### src/rtl/spi_pkg.sv
// rtl/spi_pkg.sv - shared state encoding and frame constants for the SPI register controller
package spi_pkg;

  typedef enum logic [2:0] {IDLE, CMD, DATA, DONE, ERR} spi_state_t;

  localparam int SPI_RW_BIT = 7;
  localparam int SPI_BYTE_W = 8;

endpackage

### src/rtl/spi_sync_edge.sv
// rtl/spi_sync_edge.sv - multi-stage synchronizer with one-clk rise/fall event outputs
module spi_sync_edge #(
  parameter int   STAGES   = 2,
  parameter logic IDLE_VAL = 1'b0
) (
  input  logic clk,
  input  logic rst,
  input  logic din_i,
  output logic rise_o,
  output logic fall_o
);

  logic [STAGES-1:0] sync_q;
  logic              prev_q;
  logic [STAGES:0]   warm_q;

  always_ff @(posedge clk) begin
    if (rst) begin
      sync_q <= {STAGES{IDLE_VAL}};
      prev_q <= IDLE_VAL;
      warm_q <= '0;
    end else begin
      sync_q <= {sync_q[STAGES-2:0], din_i};
      prev_q <= sync_q[STAGES-1];
      warm_q <= {warm_q[STAGES-1:0], 1'b1};
    end
  end

  // Edges are masked until the chain has flushed its reset value, so a pin
  // already away from its idle level at reset release does not look like an edge.
  assign rise_o = warm_q[STAGES] &  sync_q[STAGES-1] & ~prev_q;
  assign fall_o = warm_q[STAGES] & ~sync_q[STAGES-1] &  prev_q;

endmodule

### src/rtl/spi_reg_ctrl.sv
// rtl/spi_reg_ctrl.sv - oversampled SPI mode-0 slave driving a small register file
module spi_reg_ctrl
  import spi_pkg::*;
#(
  parameter int         NREGS       = 4,
  parameter logic [7:0] RESET_VAL   = 8'h00,
  parameter int         SYNC_STAGES = 2,
  localparam int        AW          = (NREGS > 1) ? $clog2(NREGS) : 1
) (
  input  logic               clk,
  input  logic               rst,
  input  logic               sck,
  input  logic               sdi,
  input  logic               nss,
  output logic               sdo,
  output logic [NREGS*8-1:0] regs,
  output logic               wr_strobe,
  output logic [AW-1:0]      wr_addr,
  output logic               frame_err,
  output logic               busy
);

  localparam logic [7:0] NREGS_W = 8'(NREGS);

  logic sck_rise, sck_fall, nss_rise, nss_fall;
  logic [SYNC_STAGES-1:0] sdi_sync_q;
  logic sdi_s;

  spi_state_t state_q, state_d;
  logic [2:0]              bit_cnt_q, bit_cnt_d;
  logic [SPI_BYTE_W-2:0]   rx_q, rx_d;
  logic [SPI_BYTE_W-1:0]   tx_q, tx_d;
  logic [SPI_BYTE_W-1:0]   rx_next;
  logic                    rw_q, rw_d;
  logic [AW-1:0]           addr_q, addr_d;
  logic                    wr_strobe_q, wr_strobe_d;
  logic [AW-1:0]           wr_addr_q, wr_addr_d;
  logic                    frame_err_q, frame_err_d;
  logic                    reg_we;
  logic [SPI_BYTE_W-1:0]   regs_q [NREGS];

  spi_sync_edge #(.STAGES(SYNC_STAGES), .IDLE_VAL(1'b0)) u_sck_sync (
    .clk(clk), .rst(rst), .din_i(sck), .rise_o(sck_rise), .fall_o(sck_fall)
  );

  spi_sync_edge #(.STAGES(SYNC_STAGES), .IDLE_VAL(1'b1)) u_nss_sync (
    .clk(clk), .rst(rst), .din_i(nss), .rise_o(nss_rise), .fall_o(nss_fall)
  );

  // Same depth as the sck chain so sdi is sampled at the same instant as the rise.
  always_ff @(posedge clk) begin
    if (rst) sdi_sync_q <= '0;
    else     sdi_sync_q <= {sdi_sync_q[SYNC_STAGES-2:0], sdi};
  end
  assign sdi_s   = sdi_sync_q[SYNC_STAGES-1];
  assign rx_next = {rx_q, sdi_s};

  always_comb begin
    state_d     = state_q;
    bit_cnt_d   = bit_cnt_q;
    rx_d        = rx_q;
    tx_d        = tx_q;
    rw_d        = rw_q;
    addr_d      = addr_q;
    wr_strobe_d = 1'b0;
    wr_addr_d   = wr_addr_q;
    frame_err_d = 1'b0;
    reg_we      = 1'b0;

    case (state_q)
      IDLE: begin
        if (nss_fall) begin
          state_d   = CMD;
          bit_cnt_d = '0;
          rx_d      = '0;
        end
      end
      CMD: begin
        if (sck_rise) begin
          rx_d      = rx_next[SPI_BYTE_W-2:0];
          bit_cnt_d = bit_cnt_q + 3'd1;
          if (bit_cnt_q == 3'd7) begin
            if ({1'b0, rx_next[SPI_RW_BIT-1:0]} >= NREGS_W) begin
              state_d     = ERR;
              frame_err_d = 1'b1;
            end else begin
              state_d = DATA;
              rw_d    = rx_next[SPI_RW_BIT];
              addr_d  = rx_next[AW-1:0];
              if (rx_next[SPI_RW_BIT]) tx_d = regs_q[rx_next[AW-1:0]];
            end
          end
        end
      end
      DATA: begin
        if (rw_q) begin
          // The fall closing the command byte arrives with bit_cnt==0 and must not shift.
          if (sck_fall && bit_cnt_q != 3'd0) tx_d = {tx_q[SPI_BYTE_W-2:0], 1'b0};
          if (sck_rise) begin
            bit_cnt_d = bit_cnt_q + 3'd1;
            if (bit_cnt_q == 3'd7) state_d = DONE;
          end
        end else if (sck_rise) begin
          rx_d      = rx_next[SPI_BYTE_W-2:0];
          bit_cnt_d = bit_cnt_q + 3'd1;
          if (bit_cnt_q == 3'd7) begin
            state_d     = DONE;
            reg_we      = 1'b1;
            wr_strobe_d = 1'b1;
            wr_addr_d   = addr_q;
          end
        end
      end
      default: ;
    endcase

    if (nss_rise && state_q != IDLE) begin
      state_d     = IDLE;
      bit_cnt_d   = '0;
      reg_we      = 1'b0;
      wr_strobe_d = 1'b0;
      wr_addr_d   = wr_addr_q;
      frame_err_d = (state_q == CMD) || (state_q == DATA);
    end
  end

  always_ff @(posedge clk) begin
    if (rst) begin
      state_q     <= IDLE;
      bit_cnt_q   <= '0;
      rx_q        <= '0;
      tx_q        <= '0;
      rw_q        <= 1'b0;
      addr_q      <= '0;
      wr_strobe_q <= 1'b0;
      wr_addr_q   <= '0;
      frame_err_q <= 1'b0;
    end else begin
      state_q     <= state_d;
      bit_cnt_q   <= bit_cnt_d;
      rx_q        <= rx_d;
      tx_q        <= tx_d;
      rw_q        <= rw_d;
      addr_q      <= addr_d;
      wr_strobe_q <= wr_strobe_d;
      wr_addr_q   <= wr_addr_d;
      frame_err_q <= frame_err_d;
    end
  end

  always_ff @(posedge clk) begin
    if (rst) begin
      for (int i = 0; i < NREGS; i++) regs_q[i] <= RESET_VAL;
    end else if (reg_we) begin
      regs_q[addr_q] <= rx_next;
    end
  end

  for (genvar g = 0; g < NREGS; g++) begin : g_regs
    assign regs[8*g +: 8] = regs_q[g];
  end

  assign sdo       = (state_q == DATA) && rw_q && tx_q[SPI_BYTE_W-1];
  assign wr_strobe = wr_strobe_q;
  assign wr_addr   = wr_addr_q;
  assign frame_err = frame_err_q;
  assign busy      = (state_q != IDLE);

endmodule

### config.mk
export PLATFORM = sky130hd
export DESIGN_NAME = spi_reg_ctrl
export DESIGN_NICKNAME = d
export VERILOG_FILES = /design/src/rtl/spi_pkg.sv /design/src/rtl/spi_sync_edge.sv /design/src/rtl/spi_reg_ctrl.sv
export SDC_FILE = /design/constraint.sdc
export NUM_CORES = 1
export LEC_CHECK = 0
export CAP_MARGIN = 20
export CORE_MARGIN = 1
export CORE_UTILIZATION = 49
export CTS_BUF_LIST = sky130_fd_sc_hd__clkbuf_16
export CTS_CLUSTER_DIAMETER = 120
export DETAILED_ROUTE_END_ITERATION = 16
export PLACE_DENSITY = 0.75
export SLEW_MARGIN = 0
export SYNTH_ARGS = -nofsm -noshare
export SYNTH_HDL_FRONTEND = slang
export SYNTH_SLANG_ARGS = --single-unit
### constraint.sdc
create_clock -name clk -period 2.3 [get_ports clk]
set_clock_uncertainty 0.15 [all_clocks]
set_input_delay 0.46 -clock clk [delete_from_list [all_inputs] [get_ports clk]]
set_output_delay 0.46 -clock clk [all_outputs]
set_load 0.02 [all_outputs]
==> results by group, run 1 <==
GRT
  – Vias in the first global route: 2183
  – First-pass GRT wire length: 10900 um
  – Initial antenna violation count: 0
  – All-Layer GR Usage: 0.206
  – Pin count of the biggest net entering global routing: 34
  – Grt total ovfl: 0

Clock network
  – Clk root buf: clkbuf_16
  – CTS sink cnt: 71
  – Clock Tree Buf Depth: 2
  – H-tree depth: 3
  – CTS tree: done
  – Clock edge transition at the registers on the reported setup and hold paths: 60 ps
  – Num CTS Buffers: 9
  – Clock latency on the worst-skew pair: 330 ps

Yosys
  – Post-Syn Nets: between 200 and 300
  – Number of flops mapped to enable cells by yosys: 32
  – Ys Warns: 0
  – Ys async rst share: 0
  – Top post-synthesis cells by area: edfxtp_1, dfxtp_1, and2_1, mux4_2, nor2b_1
  – Netlist cell types: 49
  – Register area share after synthesis: 0.536
  – Post-Syn Instances: 269
  – Top FF cell, synth: dfxtp_1
  – Post-synthesis register bit count: 71
  – Synthesized area: about 3200 um2
  – Syn Area/Cell: around 12 um2
  – Post-synth top area share: 0.296
  – Cell taking the most area after synthesis: edfxtp_1

Timing
  – Worst Tran Pin Value: 600 ps
  – Finish-stage setup viols: 0
  – Final Hold Fails: 0
  – Post-route clock period utilization: 0.964
  – Slew headroom: 0.599
  – Max-slew violations: 0
  – Final worst slack: 82.1 ps
  – Post-layout min period: 2220 ps
  – Final hold slack: 261 ps
  – FMAX: 451 MHz
  – Total negative setup slack: 0 ps
  – RSZ-0062 raised after global routing: false

Finish
  – Register area: approximately 1700 um2
  – Final non-filler cell total: 405
  – Antenna diodes: 0
  – Filler instances: 486
  – Area growth from synthesis to layout: 27.0%
  – Share of post-route cells with drive strength above 1: 0.195
  – Multi-input combinational cell area: 1400 um2
  – Fin nets: 331
  – Most frequent cells in the layout: clkdlybuf4s50_1, dfxtp_1, and2_1
  – Commonest non-fill, non-tap cell in the layout: clkdlybuf4s50_1

Floorplan
  – Die ar.: 6960 um2
  – Die X: 83.4 um
  – Num rows: 29
  – Core region area: 6390 um2
  – Die Y: approximately 83 um
  – Starting density of the core: 0.508
  – IO Count: 43

Setup path
  – Crit path DAT: 1610 ps
  – Crit-path max FO: 4
  – Element type at the critical path end: output pin
  – CP Launch Type: register
  – Critical path start-end classification: reg -> out
  – Max stage delay on crit path: between 500 and 600 ps
  – WP data required: 1690 ps
  – CP cell instances: nor3_2, buf_4, inv_1, clkdlybuf4s50_1
  – Slowest CP cell: clkdlybuf4s50_1

Job
  – Max Cap Viol: 0

Power and ir drop
  – P_leak: roughly 0.0015 uW
  – PwrDens: 756 nW/um2
  – Peak VDD IR: about 550 uV

Place
  – Dpl ws: 107 ps
  – Final GP Congestion: 0.850
  – Dpl cells: 389
  – Dpl hpwl: ~4800 um
  – Port bufs: 42

Detailed routing
  – Vias: ~2300
  – 1st-pass router iterations: 4
  – Vias per cell: 5.60
  – Number of remaining DRC errors: 0
  – Drt initial violations: 242
  – Remaining antenna violation count after routing: 0
  – Wire length per cell: 16.5 um
  – Routed wire length: 6690 um

Min path
  – Worst min path class: reg -> reg

Status
  – Status: finished clean
per-stage QoR:
step                cell area, um2   util  power, uW
floorplan                     3250      -       1540
global placement              3790  0.594       1640
detailed placement            3790  0.594       1640
CTS                           4120  0.646       3140
global route                  4120  0.646       3210
finish                        4120  0.646       3120
cells by family (layout without fill, tap and decap cells):
kind of cell | after synthesis | count (layout) | share of synthesized area
buffers and inverters | 22 | 81 | 0.0331
XOR/XNOR | 1 | 1 | 0.00270
adder cells (fa/ha/maj) | 3 | 3 | 0.0116
AND/OR/NAND/NOR | 122 | 122 | 0.250
multiplexers | 17 | 17 | 0.0859
AO/OA/AOI/OAI | 33 | 33 | 0.0802
flip-flops | 71 | 71 | 0.536
final timing paths:
check	from	end	slack [ps]	cells after the start
setup reg to reg	bit_cnt_q[0]$_SDFFE_PP0P_	regs_q[1][5]$_SDFFCE_PN0P_	220	6
hold reg to reg	u_nss_sync.sync_q[0]$_SDFF_PP1_	u_nss_sync.sync_q[1]$_SDFF_PP1_	260	1
hold / removal	u_nss_sync.sync_q[0]$_SDFF_PP1_	u_nss_sync.sync_q[1]$_SDFF_PP1_	260	1
setup / recovery	state_q[2]$_SDFFE_PP0P_	busy	80	4
routing by layer:
metal | wire length, um | share of wire | vias to the layer above | track usage
met4 | 124 | 0.019 | 0 | 0.0893
met2 | 3200 | 0.48 | 63 | 0.326
li1 | - | - | 1093 | -
met1 | 3040 | 0.45 | 1103 | 0.274
met3 | 318 | 0.048 | 10 | 0.0457
met5 | 0 | 0 | - | 0
report_power, final:
group	total, uW	switching [uW]	leakage [uW]	internal [uW]
combinational	236	128	0.000716	108
clock	1500	541	0.000161	961
sequential	1380	24.2	0.000620	1360
total	3120	693	0.00150	2430
cells in the mapped netlist (2+ instances only):
cell type,number
dfxtp_1,39
and2_1,38
edfxtp_1,32
nand2_1,16
nor2b_1,15
a21oi_1,10
inv_1,9
nor3_1,9
mux4_2,8
a311oi_1,7
mux2_2,7
nand4_1,6
or2_2,6
buf_2,5
clkbuf_1,4
nand3_1,4
nor2_1,4
o21ai_0,4
and3_1,3
and3b_1,3
buf_4,3
ha_1,3
nand4b_1,3
o31ai_1,3
and4b_1,2
mux2i_1,2
nor4_4,2
repair_timing:
action	4_1_cts	5_1_grt
setup endpoints to repair	1	0
setup buffers	0	0
resized for setup	1	0
hold buffers	0	0
sequential cells by signal, summed over array words and instances, names as in the netlist:
register           count
regs_q                32
tx_q                   8
rx_q                   7
bit_cnt_q              3
state_q                3
u_sck_sync.warm_q      3
addr_q                 2
sdi_sync_q             2
u_nss_sync.sync_q      2
u_sck_sync.sync_q      2
wr_addr                2
frame_err              1
rw_q                   1
u_nss_sync.prev_q      1
u_sck_sync.prev_q      1
wr_strobe              1
area by class of cell:
type / instances / area share
inverter: 9 / 0.00819
clock buffer: 9 / 0.0546
multi-input combinational: 176 / 0.339
tap: 77 / 0.0234
clock inverter: 7 / 0.0252
timing repair buffer: 56 / 0.127
sequential: 71 / 0.422
worst max-delay path, delay by kind of cell (launching register included):
| family | cells | cell delay [ps] |
|---|---|---|
| DFF | 1 | 400 |
| buffers and inverters | 3 | 810 |
| and+or+nand+nor | 1 | 70 |
(Power assumes the default switching activity.)
==> inputs of run 2 (changes only) <==
--- a/config.mk
+++ b/config.mk
@@ -6,7 +6,6 @@
 export NUM_CORES = 1
 export LEC_CHECK = 0
 export CAP_MARGIN = 20
-export CORE_MARGIN = 1
 export CORE_UTILIZATION = 49
 export CTS_BUF_LIST = sky130_fd_sc_hd__clkbuf_16
 export CTS_CLUSTER_DIAMETER = 120
==> results of run 2 <==
The final DEF is identical to that of run 1; final timing and power are the same.
==> inputs of run 3 (changes only) <==
==> constraint.sdc (replaced) <==
create_clock -name clk -period 1.8 [get_ports clk]
set_clock_uncertainty 0.15 [all_clocks]
set_input_delay 0.36 -clock clk [delete_from_list [all_inputs] [get_ports clk]]
set_output_delay 0.36 -clock clk [all_outputs]
set_load 0.02 [all_outputs]
==> run 3 against run 2 <==
Compared with the run above:
- the run now ends with negative setup slack left
- sequential share of layout area shrank 3.2 points
- register-to-register slack got worse by 390 ps
- sequential power increased by 28%
- via count up 5.6%
- critical path depth up 2
- non-clock buffer count rose by 26
- worst setup slack got worse by 250 ps
- count of clock-buffer cells in the layout unchanged
- core utilization is 5.7 points higher
- cell count grew 6.4%
- sequential cell count stayed put
- total power is 20% higher
- largest power group is now registers
==> results by group, run 3 (synthesis results as in run 1) <==
Finish
  – Filler instances: 453
  – Share of post-route cells with drive strength above 1: 0.319
  – Area growth from synthesis to layout: 38.3%
  – Biggest register: regs_q
  – Commonest non-fill, non-tap cell in the layout: dfxtp_1
  – Post-Layout Inst Area: around 4500 um2
  – Antenna diodes: 0
  – Biggest regs: regs_q: 32 flops, tx_q: 8 flops, rx_q: 7 flops
  – Fin nets: 357
  – Most frequent cells in the layout: dfxtp_1, edfxtp_1, dlygate4sd2_1, buf_4, and2_1
  – Max reg flops: 32

Timing
  – Worst Tran Pin Value: between 500 and 600 ps
  – Slew headroom: 0.610
  – Final hold slack: approximately 250 ps
  – Final Hold Fails: 0
  – Post-route clock period utilization: 1.09
  – Max-slew violations: 0
  – Total negative setup slack: -6450 ps
  – Finish-stage setup viols: 63
  – Final worst slack: -166 ps
  – Post-layout min period: 1970 ps
  – RSZ-0062 raised after global routing: true
  – FMAX: 509 MHz

Place
  – Dpl ws: -213 ps
  – Final GP Congestion: 0.832
  – Dpl hpwl: around 5400 um
  – Port bufs: 42
  – Post-Place Cell Area: 4090 um2

Status
  – Failing checks: negative setup slack
  – Status: complete, but fails checks

Floorplan
  – Die Y: 83.4 um
  – Die ar.: 6960 um2
  – Die X: 83.4 um
  – Core region area: between 6000 and 7000 um2
  – IO Count: 43
  – Starting density of the core: 0.508
  – Num rows: 29

Detailed routing
  – 1st-pass router iterations: 4
  – Vias: between 2000 and 2500
  – Routed wire length: 7610 um
  – Remaining antenna violation count after routing: 0
  – Wire length per cell: 17.7 um
  – Vias per cell: 5.56
  – Drt initial violations: 159
  – Number of remaining DRC errors: 0

GRT
  – Vias in the first global route: 2411
  – Initial antenna violation count: 0
  – Grt total ovfl: 0
  – First-pass GRT wire length: 12400 um
  – All-Layer GR Usage: 0.236
  – Pin count of the biggest net entering global routing: 34

Setup path
  – Max stage delay on crit path: 350 ps
  – Reg2reg start: bit_cnt_q[0]$_SDFFE_PP0P_
  – Critical path start-end classification: reg -> reg
  – Crit path DAT: around 1900 ps
  – CP dominant cell by count: ha_4
  – Crit path buffers/inverters: 0
  – Crit-path max FO: 8
  – Slowest CP cell: dfxtp_2
  – CP Launch Type: register
  – CP cell instances: ha_4, ha_4, and4b_2, nand3_4, nor4b_4, or2_4
  – Critical path startpoint: bit_cnt_q[0]$_SDFFE_PP0P_
  – Element type at the critical path end: register
  – WP data required: 1680 ps
  – CP delay by family, top: simple AND/OR/NAND/NOR gates

Clock network
  – CTS sink cnt: between 70 and 80
  – CTS tree: done
  – Clk root buf: clkbuf_16
  – Post-CTS Hold Buffers: 0
  – Clock Tree Buf Depth: 2
  – Num CTS Buffers: 9
  – Clock edge transition at the registers on the reported setup and hold paths: 60 ps
  – H-tree depth: 3
  – Clock latency on the worst-skew pair: 330 ps

Power and ir drop
  – P_leak: 0.00175 uW
  – Peak VDD IR: 804 uV
  – Pwr Total: 3730 uW
  – PwrDens: 831 nW/um2

Min path
  – Worst min path class: reg -> reg
  – Min-delay src: u_nss_sync.sync_q[0]$_SDFF_PP1_

Job
  – Max Cap Viol: 0
==> run 3: routing by layer <==
metal  vias up  GRT usage  part of all wire
met5         -          0                 0
met4         0      0.105             0.015
met3         7     0.0467             0.047
met2        72      0.385              0.50
met1      1167      0.305              0.43
li1       1151          -                 -
==> run 3: path summary, 6_finish.rpt <==
kind / to / slack, ps / cells past startpoint
worst max register to register: regs_q[1][6]$_SDFFCE_PN0P_ / -170 / 6
worst min register to register: u_nss_sync.sync_q[1]$_SDFF_PP1_ / 250 / 1
worst min-delay path: u_nss_sync.sync_q[1]$_SDFF_PP1_ / 250 / 1
worst max-delay path: regs_q[1][6]$_SDFFCE_PN0P_ / -170 / 6
==> run 3: layout make-up <==
type	instances	area (um2)	share of cell area
Multi-Input combinational cell	176	1560	0.347
Timing Repair Buffer	82	776	0.173
Clock inverter	7	47.5	0.0106
Sequential cell	71	1750	0.390
Clock buffer	9	225	0.0502
Tap cell	77	96.3	0.0215
Inverter	9	33.8	0.00753
==> run 3: per-stage QoR <==
stage | utilization | instances
after floorplan | - | 269
after global placement | 0.640 | 412
after detailed placement | 0.640 | 412
after CTS | 0.685 | 428
after global routing | 0.703 | 431
final | 0.703 | 431
==> run 3: where the power goes <==
group	switching [uW]	internal [uW]	leakage [uW]
clock	681	931	0.000124
sequential	32.4	1730	0.000623
combinational	188	166	0.00100
total	902	2830	0.00175
==> run 3: what timing repair did <==
item                                    in CTS  in global routing
pin swaps                                   11                 15
setup buffers                                0                  3
gates resized for setup                     51                 28
endpoints found under the setup margin     108                 89
==> run 3: worst reg2reg max path, delay by kind of cell, from the launching register on <==
family | cells | cell delay, ps
adder cells (fa/ha/maj) | 2 | 270
flip-flops | 1 | 350
AND/OR/NAND/NOR | 4 | 900
